`src/rtl/spi_frame_sequencer_if.sv`:
```
// Register-file side of the SPI frame sequencer: transmit word fetch,
// received word hand-off and frame status.
interface spi_frame_sequencer_if #(
  parameter int WIDTH = 8
);
  logic [WIDTH-1:0] tx_data;
  logic             tx_load;
  logic [WIDTH-1:0] rx_data;
  logic             rx_valid;
  logic             frame_active;
  logic             frame_err;

  // Sequencer side
  modport master (
    input  tx_data,
    output tx_load, rx_data, rx_valid, frame_active, frame_err
  );

  // Register-file side
  modport slave (
    output tx_data,
    input  tx_load, rx_data, rx_valid, frame_active, frame_err
  );
endinterface

```
`src/rtl/spi_frame_sequencer.sv`:
```
// SPI mode 0 peripheral frame controller, MSB first, oversampled by clk.
// Raw pins are synchronised, edges are detected against a delay register
// held under ena, and a two-state FSM sequences bits and word boundaries.
module spi_frame_sequencer #(
  parameter int WIDTH       = 8,
  parameter int SYNC_STAGES = 2
) (
  input  logic                  clk,
  input  logic                  rst,
  input  logic                  ena,
  input  logic                  spi_cs_n,
  input  logic                  spi_sclk,
  input  logic                  spi_mosi,
  output logic                  spi_miso,
  spi_frame_sequencer_if.master bus
);

  localparam int               CNT_W    = $clog2(WIDTH);
  localparam logic [CNT_W-1:0] LAST_BIT = CNT_W'(WIDTH - 1);

  typedef enum logic {IDLE, ACTIVE} state_t;

  state_t                 state, state_n;
  logic [SYNC_STAGES-1:0] cs_sync, sclk_sync, mosi_sync, primed;
  logic                   cs_s, sclk_s, mosi_s;
  logic                   cs_dly, sclk_dly, armed;
  logic                   sclk_rise, sclk_fall, cs_fall, cs_rise;
  logic [CNT_W-1:0]       bit_cnt, bit_cnt_n;
  logic [WIDTH-1:0]       rx_shift, rx_shift_n, tx_shift, tx_shift_n;
  logic [WIDTH-1:0]       rx_data_q, rx_data_n;
  logic                   reload_pending, reload_pending_n;
  logic                   miso_n, rx_valid_q, rx_valid_n;
  logic                   frame_err_q, frame_err_n, tx_load_c;

  assign cs_s   = cs_sync[SYNC_STAGES-1];
  assign sclk_s = sclk_sync[SYNC_STAGES-1];
  assign mosi_s = mosi_sync[SYNC_STAGES-1];

  // Synchronisers run regardless of ena; primed marks that the chains have
  // been flushed since reset, because cs_sync resets to the idle (high) level
  // and would otherwise look like a real deselect while a master holds cs_n low.
  always_ff @(posedge clk) begin
    if (rst) begin
      cs_sync   <= '1;
      sclk_sync <= '0;
      mosi_sync <= '0;
      primed    <= '0;
    end else begin
      cs_sync   <= {cs_sync[SYNC_STAGES-2:0], spi_cs_n};
      sclk_sync <= {sclk_sync[SYNC_STAGES-2:0], spi_sclk};
      mosi_sync <= {mosi_sync[SYNC_STAGES-2:0], spi_mosi};
      primed    <= {primed[SYNC_STAGES-2:0], 1'b1};
    end
  end

  // Edge-detect delay registers and the arm flag, frozen while ena is low.
  always_ff @(posedge clk) begin
    if (rst) begin
      cs_dly   <= 1'b1;
      sclk_dly <= 1'b0;
      armed    <= 1'b0;
    end else if (ena) begin
      cs_dly   <= cs_s;
      sclk_dly <= sclk_s;
      if (cs_s && primed[SYNC_STAGES-1]) armed <= 1'b1;
    end
  end

  assign sclk_rise = ena &  sclk_s & ~sclk_dly;
  assign sclk_fall = ena & ~sclk_s &  sclk_dly;
  assign cs_fall   = ena & ~cs_s   &  cs_dly;
  assign cs_rise   = ena &  cs_s   & ~cs_dly;

  // Next-state and datapath decode; cs_rise pre-empts any sclk edge.
  always_comb begin
    state_n          = state;
    bit_cnt_n        = bit_cnt;
    rx_shift_n       = rx_shift;
    tx_shift_n       = tx_shift;
    rx_data_n        = rx_data_q;
    reload_pending_n = reload_pending;
    miso_n           = spi_miso;
    rx_valid_n       = 1'b0;
    frame_err_n      = 1'b0;
    tx_load_c        = 1'b0;
    case (state)
      IDLE: begin
        miso_n = 1'b0;
        if (cs_fall && armed) begin
          state_n          = ACTIVE;
          bit_cnt_n        = '0;
          tx_shift_n       = bus.tx_data;
          tx_load_c        = 1'b1;
          reload_pending_n = 1'b0;
          miso_n           = bus.tx_data[WIDTH-1];
        end
      end
      ACTIVE: begin
        if (cs_rise) begin
          state_n          = IDLE;
          frame_err_n      = (bit_cnt != '0);
          bit_cnt_n        = '0;
          rx_shift_n       = '0;
          reload_pending_n = 1'b0;
          miso_n           = 1'b0;
        end else if (sclk_rise) begin
          rx_shift_n = {rx_shift[WIDTH-2:0], mosi_s};
          if (bit_cnt == LAST_BIT) begin
            rx_data_n        = rx_shift_n;
            rx_valid_n       = 1'b1;
            bit_cnt_n        = '0;
            reload_pending_n = 1'b1;
          end else begin
            bit_cnt_n = bit_cnt + 1'b1;
          end
        end else if (sclk_fall) begin
          if (reload_pending) begin
            tx_shift_n       = bus.tx_data;
            tx_load_c        = 1'b1;
            reload_pending_n = 1'b0;
          end else begin
            tx_shift_n = tx_shift << 1;
          end
          miso_n = tx_shift_n[WIDTH-1];
        end
      end
      default: state_n = IDLE;
    endcase
  end

  // State and datapath registers; with ena low no event fires, so all hold.
  always_ff @(posedge clk) begin
    if (rst) begin
      state          <= IDLE;
      bit_cnt        <= '0;
      rx_shift       <= '0;
      tx_shift       <= '0;
      rx_data_q      <= '0;
      reload_pending <= 1'b0;
      spi_miso       <= 1'b0;
      rx_valid_q     <= 1'b0;
      frame_err_q    <= 1'b0;
    end else begin
      state          <= state_n;
      bit_cnt        <= bit_cnt_n;
      rx_shift       <= rx_shift_n;
      tx_shift       <= tx_shift_n;
      rx_data_q      <= rx_data_n;
      reload_pending <= reload_pending_n;
      spi_miso       <= miso_n;
      rx_valid_q     <= rx_valid_n;
      frame_err_q    <= frame_err_n;
    end
  end

  assign bus.tx_load      = tx_load_c & ~rst;
  assign bus.rx_data      = rx_data_q;
  assign bus.rx_valid     = rx_valid_q;
  assign bus.frame_err    = frame_err_q;
  assign bus.frame_active = (state == ACTIVE);

endmodule

```
`src/flat_wrapper.sv`:
```
// flat-port wrapper written by rule: the top's interface ports become plain ports
module spi_frame_sequencer_flat 
#(
  parameter int WIDTH       = 8,
  parameter int SYNC_STAGES = 2
)
  (clk, rst, ena, spi_cs_n, spi_sclk, spi_mosi, spi_miso, bus_tx_data, bus_tx_load, bus_rx_data, bus_rx_valid, bus_frame_active, bus_frame_err);
  spi_frame_sequencer_if #(.WIDTH(WIDTH)) bus_i ();
  input  logic clk;
  input  logic rst;
  input  logic ena;
  input  logic spi_cs_n;
  input  logic spi_sclk;
  input  logic spi_mosi;
  output logic spi_miso;
  input wire logic [$bits(bus_i.tx_data)-1:0] bus_tx_data;
  output wire logic [$bits(bus_i.tx_load)-1:0] bus_tx_load;
  output wire logic [$bits(bus_i.rx_data)-1:0] bus_rx_data;
  output wire logic [$bits(bus_i.rx_valid)-1:0] bus_rx_valid;
  output wire logic [$bits(bus_i.frame_active)-1:0] bus_frame_active;
  output wire logic [$bits(bus_i.frame_err)-1:0] bus_frame_err;
  assign bus_i.tx_data = bus_tx_data;
  assign bus_tx_load = bus_i.tx_load;
  assign bus_rx_data = bus_i.rx_data;
  assign bus_rx_valid = bus_i.rx_valid;
  assign bus_frame_active = bus_i.frame_active;
  assign bus_frame_err = bus_i.frame_err;
  spi_frame_sequencer #(.WIDTH(WIDTH), .SYNC_STAGES(SYNC_STAGES)) u_core (.clk(clk), .rst(rst), .ena(ena), .spi_cs_n(spi_cs_n), .spi_sclk(spi_sclk), .spi_mosi(spi_mosi), .spi_miso(spi_miso), .bus(bus_i));
endmodule
```
`config.mk`:
```
export PLATFORM = sky130hd
export DESIGN_NAME = spi_frame_sequencer_flat
export DESIGN_NICKNAME = d
export VERILOG_FILES = /design/src/rtl/spi_frame_sequencer_if.sv /design/src/rtl/spi_frame_sequencer.sv /design/src/flat_wrapper.sv
export SDC_FILE = /design/constraint.sdc
export NUM_CORES = 1
export LEC_CHECK = 0
export BUFFER_PORTS_ARGS = -buffer_cell sky130_fd_sc_hd__buf_2
export CAP_MARGIN = 10
export CORE_ASPECT_RATIO = 0.5
export CORE_MARGIN = 2
export CORE_UTILIZATION = 29
export CTS_CLUSTER_SIZE = 30
export DETAILED_ROUTE_END_ITERATION = 12
export PLACE_DENSITY_LB_ADDON = 0.2
export SYNTH_ARGS = -nofsm -noshare
export SYNTH_HDL_FRONTEND = slang
export SYNTH_SLANG_ARGS = --single-unit
```
`constraint.sdc`:
```
create_clock -name clk -period 3.55 [get_ports clk]
set_clock_uncertainty 0.05 [all_clocks]
set_input_delay 0.5325 -clock clk [delete_from_list [all_inputs] [get_ports clk]]
set_output_delay 0.5325 -clock clk [all_outputs]
set_load 0.02 [all_outputs]
```
# After elaboration in Yosys (flattened, before gate mapping)
# Index checks and enable logic that the tools add are counted.
# Widths: inputs -> output; s select.
# classes
addsub	1
n_eq_ne	10
mux	34
bitwise_logic	17
n_reduce_logical	13
# ops
op	count
$mux 7	6
$mux 1	17
$pmux 7 s2	1
$mux 3	4
$and 1x1->1	9
$ne 3x3->1 const B	3
$mux 8	1
$ne 4x4->1 const B	2
$not 1->1	8
$pmux 1 s2	4
$reduce_and 2->1	4
$reduce_and 4->1	2
$ne 2x2->1 const B	3
$pmux 3 s2	1
$reduce_or 4->1	1
$add 3x1->3 const B	1
$eq 3x3->1 const B	1
$reduce_and 3->1	1
$reduce_bool 3->1	1
$reduce_or 3->1	1
$logic_and 1x1->1	2
$ne 2x1->1 const B	1
$reduce_bool 2->1	1
# word_totals
register_bits	41
inputBits	14
out_inout_bits	13
word_cells	92

# Logic depth before layout (Yosys ltp)
# Gate-level depths: netlist of the first run.
# depth
ltp_word	8
depth_mapped	7
mapped_depth_nobuf	6

# Worst setup path before layout of the first run
# Ideal clock, no wire load.
# synth_path
kind	input to output
startpoint	input port ena
endpoint	output port bus_tx_load
arrival_ns	1.475
t_required_ns	2.967
slack_ns	1.493
path_stages	4
n_path_buf	1
cell_sequence	buf_4 -> nand4b_1 -> nand2b_1 -> a21oi_1
# synth_between
elab_chain_cells	7
# synth_rtl
item	line	text
start, declared	flat_wrapper.sv:11	input logic ena;
$and 1x1->1 (2 in a row)	spi_frame_sequencer.sv:70	assign sclk_fall = ena & ~sclk_s & sclk_dly;
$mux 1	spi_frame_sequencer.sv:116	end else if (sclk_fall) begin
$mux 1	spi_frame_sequencer.sv:106	end else if (sclk_rise) begin
$mux 1	spi_frame_sequencer.sv:99	if (cs_rise) begin
$pmux 1 s2 (*)	spi_frame_sequencer.sv:86	case (state)
$and 1x1->1 (*)	spi_frame_sequencer.sv:156	assign bus.tx_load = tx_load_c & ~rst;
end, declared	flat_wrapper.sv:17	output wire logic [$bits(bus_i.tx_load)-1:0] bus_tx_load;
# Mark *: on every way between the ends. The rest lies on a longest branch, timed or not.

# Worst setup path in the final report of the first run
# layout_path
startpoint	register u_core.cs_sync[1]
endpoint	output port bus_tx_load
# layout_between
elab_chain_cells	7
# layout_rtl
item	line	text
start, declared	spi_frame_sequencer.sv:24	logic [SYNC_STAGES-1:0] cs_sync, sclk_sync, mosi_sync, primed;
start signal, assigned	spi_frame_sequencer.sv:49	cs_sync <= {cs_sync[SYNC_STAGES-2:0], spi_cs_n};
$not 1->1	spi_frame_sequencer.sv:71	assign cs_fall = ena & ~cs_s & cs_dly;
$and 1x1->1 (2 in a row)	spi_frame_sequencer.sv:71	
$logic_and 1x1->1	spi_frame_sequencer.sv:89	if (cs_fall && armed) begin
$mux 1	spi_frame_sequencer.sv:89	
$pmux 1 s2 (*)	spi_frame_sequencer.sv:86	
$and 1x1->1 (*)	spi_frame_sequencer.sv:156	
# Marked as above.

==> flow_summary_export.csv, run 1 <==
group,metric,value,unit
status,status,"finished clean",
yosys,ys_seq_elements,41,
global_route,grt_first_pass_wirelength,5.623,mm
routing,wl_per_cell,12.20,um
routing,viasPerCell,4.545,
worst_setup_path,critPathArrivalTime,1.67,ns
yosys,synth_edf_count,0,
worst_setup_path,required,2.97,ns
place,dp.cells,256,
global_route,grt_pass1_vias,1180,
yosys,synth_flop_cell,"dfxtp_1",
yosys,postSynthAreaPerCell,10.15,um2
global_route,grtUsageTotal,11.03,%
sta,period_share,63.35,%
clock_tree,cts-hold-fix-buffers,0,
sta,setup_viol_count_final,0,
floorplanning,start_util,30.35,%
layout,diodes,0,
sta,setup_tns,0,ns
floorplanning,coreArea,5515,um2
clock_tree,post_cts_resized,0,
yosys,synth_cells,165,
clock_tree,htreeDepth,2,
yosys,ys_types,39,
layout,multi_input_area,780.7,um2
sta,rsz0062_at_grt,"false",
clock_tree,cts_tree,"built",
routing,drtIter0Drc,44,
floorplanning,fp.dieArea,6433,um2
clock_tree,clockBufferDepth,2,
global_route,overflow,0,
layout,seqCellArea,820.8,um2
sta,hold_violations,0,
clock_tree,cts.sinks,41,
global_route,grt_max_degree,41,
sta,drv_slew,0,
yosys,synth-warning-count,0,
power_and_ir_drop,powerDensity,501.5,nW/um2
yosys,synth_seq_area_share,49.03,%
place,io_buffers,26,
layout,final_cells,264,
yosys,synth_fp_nets,182,
power_and_ir_drop,peakVddDrop,0.1962,mV
worst_setup_path,end_kind,"output port",
routing,drcViolationCount,0,
power_and_ir_drop,p_leak,0.0008018,uW
layout,syn_to_final_growth,20.48,%
global_route,antenna_found_initial,0,
sta,slew_headroom,50.71,%
routing,via_count,1200,
clock_tree,clk_pin_slew,0.06,ns
clock_tree,cts_buffers,5,
clock_tree,insertion_delay,0.28,ns
worst_setup_path,cp_max_fo,7,
routing,dr.pass1.iters,4,
sta,worstMarginPinSlew,0.7393,ns
routing,routed_wl,3.220,mm
yosys,synth_area,1674,um2
hold_path,hold_class,"register to register",
layout,drive_gt1_share,26.18,%
yosys,async_flop_share,0,%
floorplanning,fp.dieH,57.73,um
floorplanning,num_rows,19,
layout,layout.nets,207,
place,dpl.hpwl,2.187,mm
sta,max_freq,0.4446,GHz
worst_setup_path,worstSetupPathType,"register to output port",
clock_tree,cts_root_buf,"clkbuf_16",
floorplanning,ioPinCount,27,
clock_tree,cts_post_setup_buffers_inserted,0,
place,gp_congestion,0.7908,
layout,fillers,575,
job,drv_cap,0,
floorplanning,die_w,111.5,um
worst_setup_path,critPathLaunchType,"register",
routing,ant_nets,0,
sta,fin_crit,2.249,ns
==> worst max-delay path, stage by stage, from the launching register on <==
cell and delay [ns]:
dfxtp_1 0.36, nor2b_1 0.55, nor3_1 0.11, nand2_1 0.11
a21oi_1 0.07, buf_2 0.20
==> final timing paths <==
path         cells after the start                    start                  to  slack (ns)
min reg2reg                      1        u_core.cs_sync[0]   u_core.cs_sync[1]        0.36
min                              1        u_core.cs_sync[0]   u_core.cs_sync[1]        0.36
max reg2reg                      4  u_core.bus.frame_active  u_core.tx_shift[0]        1.72
max                              5        u_core.cs_sync[1]         bus_tx_load        1.30
==> through the flow <==
step / utilization, % / hold slack, ns / area, um2 / power (uW) / worst slack [ns]
finish: 36.57 / 0.3595 / 2017 / 1012 / 1.301
global route: 36.57 / 0.3803 / 2017 / 1052 / 1.109
CTS: 36.57 / 0.3609 / 2017 / 1024 / 1.304
detailed placement: 33.53 / 0.3463 / 1849 / 512.5 / 1.373
global placement: 33.53 / 0.3441 / 1849 / 512.5 / 1.413
floorplan: - / 0.3395 / 1674 / 502.3 / 1.493
==> cells in the final DEF, fill, tap and decap left out, types with 3 or more instances in the layout <==
master / count
nand3_1: 4
o211ai_1: 3
a211oi_2: 4
mux2i_1: 15
nand2b_1: 3
clkbuf_16: 5
dfxtp_1: 41
inv_1: 5
a21oi_1: 6
a22oi_1: 7
nand2_1: 5
ha_1: 3
nor2b_1: 8
nor2_2: 4
buf_2: 26
nor2_1: 23
==> power breakdown <==
group          internal [uW]  switching [uW]
registers                467            3.79
clock network            333             177
logic                   12.7            18.9
total                    812             199
==> layout make-up <==
type,instances,area share (%)
clock buffer,6,6.390
clock inverter,2,1.923
inverter,5,0.9305
multi-input combinational,110,38.71
sequential,41,40.69
tap,73,4.529
timing repair buffer,27,6.824
==> layer usage <==
| metal | routed length [um] | GRT usage [%] | share of wire [%] | vias to the layer above |
|---|---|---|---|---|
| li1 | - | - | - | 629 |
| met1 | 1648 | 14.67 | 51 | 551 |
| met2 | 1373 | 16.72 | 43 | 18 |
| met3 | 171 | 3.870 | 5.3 | 2 |
| met4 | 27 | 4.233 | 0.84 | 0 |
| met5 | 0 | 0 | 0 | - |
==> Yosys cell counts (all sizes together) (2+ instances only) <==
library cell	n	share of area, %
or2	2	0.75
a31oi	2	0.75
nand2b	3	1.1
buf	7	2.8
nand4b	2	1.0
a22oi	7	3.1
nand3	4	1.2
nor3	2	0.60
a211oi	6	3.9
nor3b	2	1.2
nor2b	8	3.0
mux2i	15	9.0
clkbuf	2	0.45
ha	3	2.2
inv	5	1.1
a21oi	6	1.8
nor2	27	6.7
nand2	6	1.8
dfxtp	41	49
o211ai	3	1.3
==> logic make-up (layout without fill, tap and decap cells) <==
kind of cell    count (synthesis)  in the layout  share of synthesized area (%)
fa+ha+maj                       3              3                          2.242
buf+inv                        14             40                          4.335
flops                          41             41                          49.03
simple gates                   59             59                          18.54
mux                            16             16                          9.641
compound gates                 32             32                          16.22
==> flip-flops by register name, summed over array words and instances (netlist names), 2 cells and up <==
name,cells
u_core.bus.rx_data,8
u_core.rx_shift,7
u_core.tx_shift,7
u_core.bit_cnt,3
u_core.cs_sync,2
u_core.mosi_sync,2
u_core.primed,2
u_core.sclk_sync,2
Power figures use the tool's default switching activity.
==> run 2, diff against run 1 <==
Clock period 3.55 ns to 1.89 ns, I/O delays scaled along.
==> flow_summary_export.csv, run 2 (same netlist as run 1, synthesis figures left out) <==
group,metric,value,unit
global_route,grt_first_pass_wirelength,6.009,mm
power_and_ir_drop,peakVddDrop,0.3354,mV
power_and_ir_drop,powerDensity,875.6,nW/um2
floorplanning,coreArea,5515,um2
floorplanning,die_w,111.5,um
floorplanning,num_rows,19,
worst_setup_path,critPathLaunchType,"register",
global_route,overflow,0,
worst_setup_path,reg2regPathDepth,7,
routing,via_count,1267,
job,drv_cap,0,
floorplanning,fp.dieH,57.73,um
global_route,antenna_found_initial,0,
layout,diodes,0,
global_route,grt_max_degree,15,
global_route,grtUsageTotal,11.81,%
worst_setup_path,r2r_setup_slack,0.21,ns
place,dpl.hpwl,2.452,mm
layout,syn_to_final_growth,22.12,%
clock_tree,cts_tree,"built",
floorplanning,ioPinCount,27,
sta,setup_viol_count_final,0,
place,io_buffers,26,
sta,drv_slew,0,
place,gp_congestion,0.7539,
routing,ant_nets,0,
clock_tree,insertion_delay,0.28,ns
hold_path,hold_end,"u_core.cs_sync[0]",
worst_setup_path,worstReg2RegEnd,"u_core.bus.rx_data[0]",
sta,worstMarginPinSlew,0.4960,ns
floorplanning,start_util,30.35,%
routing,routed_wl,3.521,mm
clock_tree,cts-hold-fix-buffers,0,
worst_setup_path,end_kind,"output port",
clock_tree,clockBufferDepth,2,
worst_setup_path,required,1.56,ns
sta,setup_tns,0,ns
layout,fillers,590,
layout,layout.nets,213,
layout,final_common_cell,"dfxtp_1",
layout,largest_reg_flops,8,
sta,fin_crit,1.787,ns
clock_tree,cts.sinks,41,
layout,layout_common_cells,"dfxtp_1, buf_2, nor2_1",
hold_path,hold_depth,2,
status,status,"finished clean",
worst_setup_path,critPathArrivalTime,1.45,ns
place,pre_cts_slack,0.1721,ns
clock_tree,cts_buffers,5,
clock_tree,clk_pin_slew,0.06,ns
global_route,grt_pass1_vias,1279,
power_and_ir_drop,p_leak,0.0008250,uW
routing,drtIter0Drc,50,
routing,wl_per_cell,13.04,um
worst_setup_path,reg2reg_from,"u_core.bit_cnt[0]",
worst_setup_path,worstSetupPathType,"register to output port",
worst_setup_path,cp_max_fo,5,
routing,viasPerCell,4.693,
clock_tree,htreeDepth,2,
clock_tree,cts_root_buf,"clkbuf_16",
sta,rsz0062_at_grt,"false",
sta,period_share,94.56,%
hold_path,hold_class,"primary input to register",
worst_setup_path,cp_cell_sequence,"nand2b_1 > nor3_1 > nand2_1 > a21oi_1 > buf_2",
layout,drive_gt1_share,29.44,%
sta,max_freq,0.5596,GHz
worst_setup_path,slowest_delay,0.34,ns
sta,slew_headroom,66.79,%
routing,drcViolationCount,0,
routing,dr.pass1.iters,4,
hold_path,hold_start,"spi_cs_n",
sta,finalWorstSetupSlack,0.1029,ns
sta,hold_violations,0,
floorplanning,fp.dieArea,6433,um2
worst_setup_path,critPathSlowestCell,"dfxtp_1",
## run 2: cell count changes in the layout (fill, tap and decap cells not counted)
| cell | before | now |
|---|---|---|
| bufinv_16 | 1 | 0 |
| clkbuf_1 | 1 | 0 |
| nor2b_2 | 0 | 1 |
| buf_4 | 1 | 7 |
| clkinv_4 | 1 | 2 |
| clkinv_2 | 0 | 1 |
| nor2b_1 | 8 | 7 |
## run 2: what timing repair did
action                     4_1_cts  5_1_grt
setup endpoints to repair        1        0
resized for setup                1        0
buffers inserted                 1        0
## run 2: layout make-up
type | instances | area, um2 | share of cell area [%]
flip-flops and latches | 41 | 820.8 | 40.15
multi-input cells | 110 | 783.3 | 38.31
repair buffers | 33 | 182.7 | 8.935
clock buffers | 5 | 125.1 | 6.120
well taps | 73 | 91.34 | 4.468
clock inverters | 3 | 22.52 | 1.102
inverters | 5 | 18.77 | 0.9180
## run 2: metal layers
metal  vias to the layer above  part of all wire [%]  GRT usage (%)
li1                        641                     -              -
met1                       602                    51          15.44
met2                        19                    44          18.82
met3                         5                   3.7          3.661
met4                         0                   1.1          4.233
met5                         -                     0              0
## run 2: critical path: cells and delay by family (launching register included)
kind,cells,cell delay (ns)
simple gates,3,0.51
flops,1,0.34
buf+inv,1,0.18
compound gates,1,0.15
## run 2: power by group
group	leakage (uW)	internal (uW)	switching, uW	total, uW
sequential	0.000333	876	7.39	884
combinational	0.000419	27.2	37.8	65.0
clock	0.0000738	491	351	841
## run 2: through the flow
stage          cells  instance area (um2)  utilization (%)  total power (uW)  hold WS [ns]
6_report         270                 2044            37.07              1790        0.1312
5_1_grt          270                 2044            37.07              1864        0.1397
4_1_cts          270                 2044            37.07              1823        0.1261
3_5_place_dp     261                 1887            34.21             967.5        0.3511
3_3_place_gp     261                 1887            34.21             966.9        0.3505
2_1_floorplan    165                 1674                -             943.4        0.3343
## run 2: worst max-delay path by stage
stage                            start          end  slack, ns
2_1_floorplan  u_core.bus.frame_active  bus_tx_load       0.27
3_3_place_gp                       ena  bus_tx_load       0.18
3_5_place_dp                       ena  bus_tx_load       0.17
4_1_cts            u_core.sclk_sync[1]  bus_tx_load       0.09
5_1_grt                  u_core.cs_dly  bus_tx_load       0.02
6_report           u_core.sclk_sync[1]  bus_tx_load       0.10
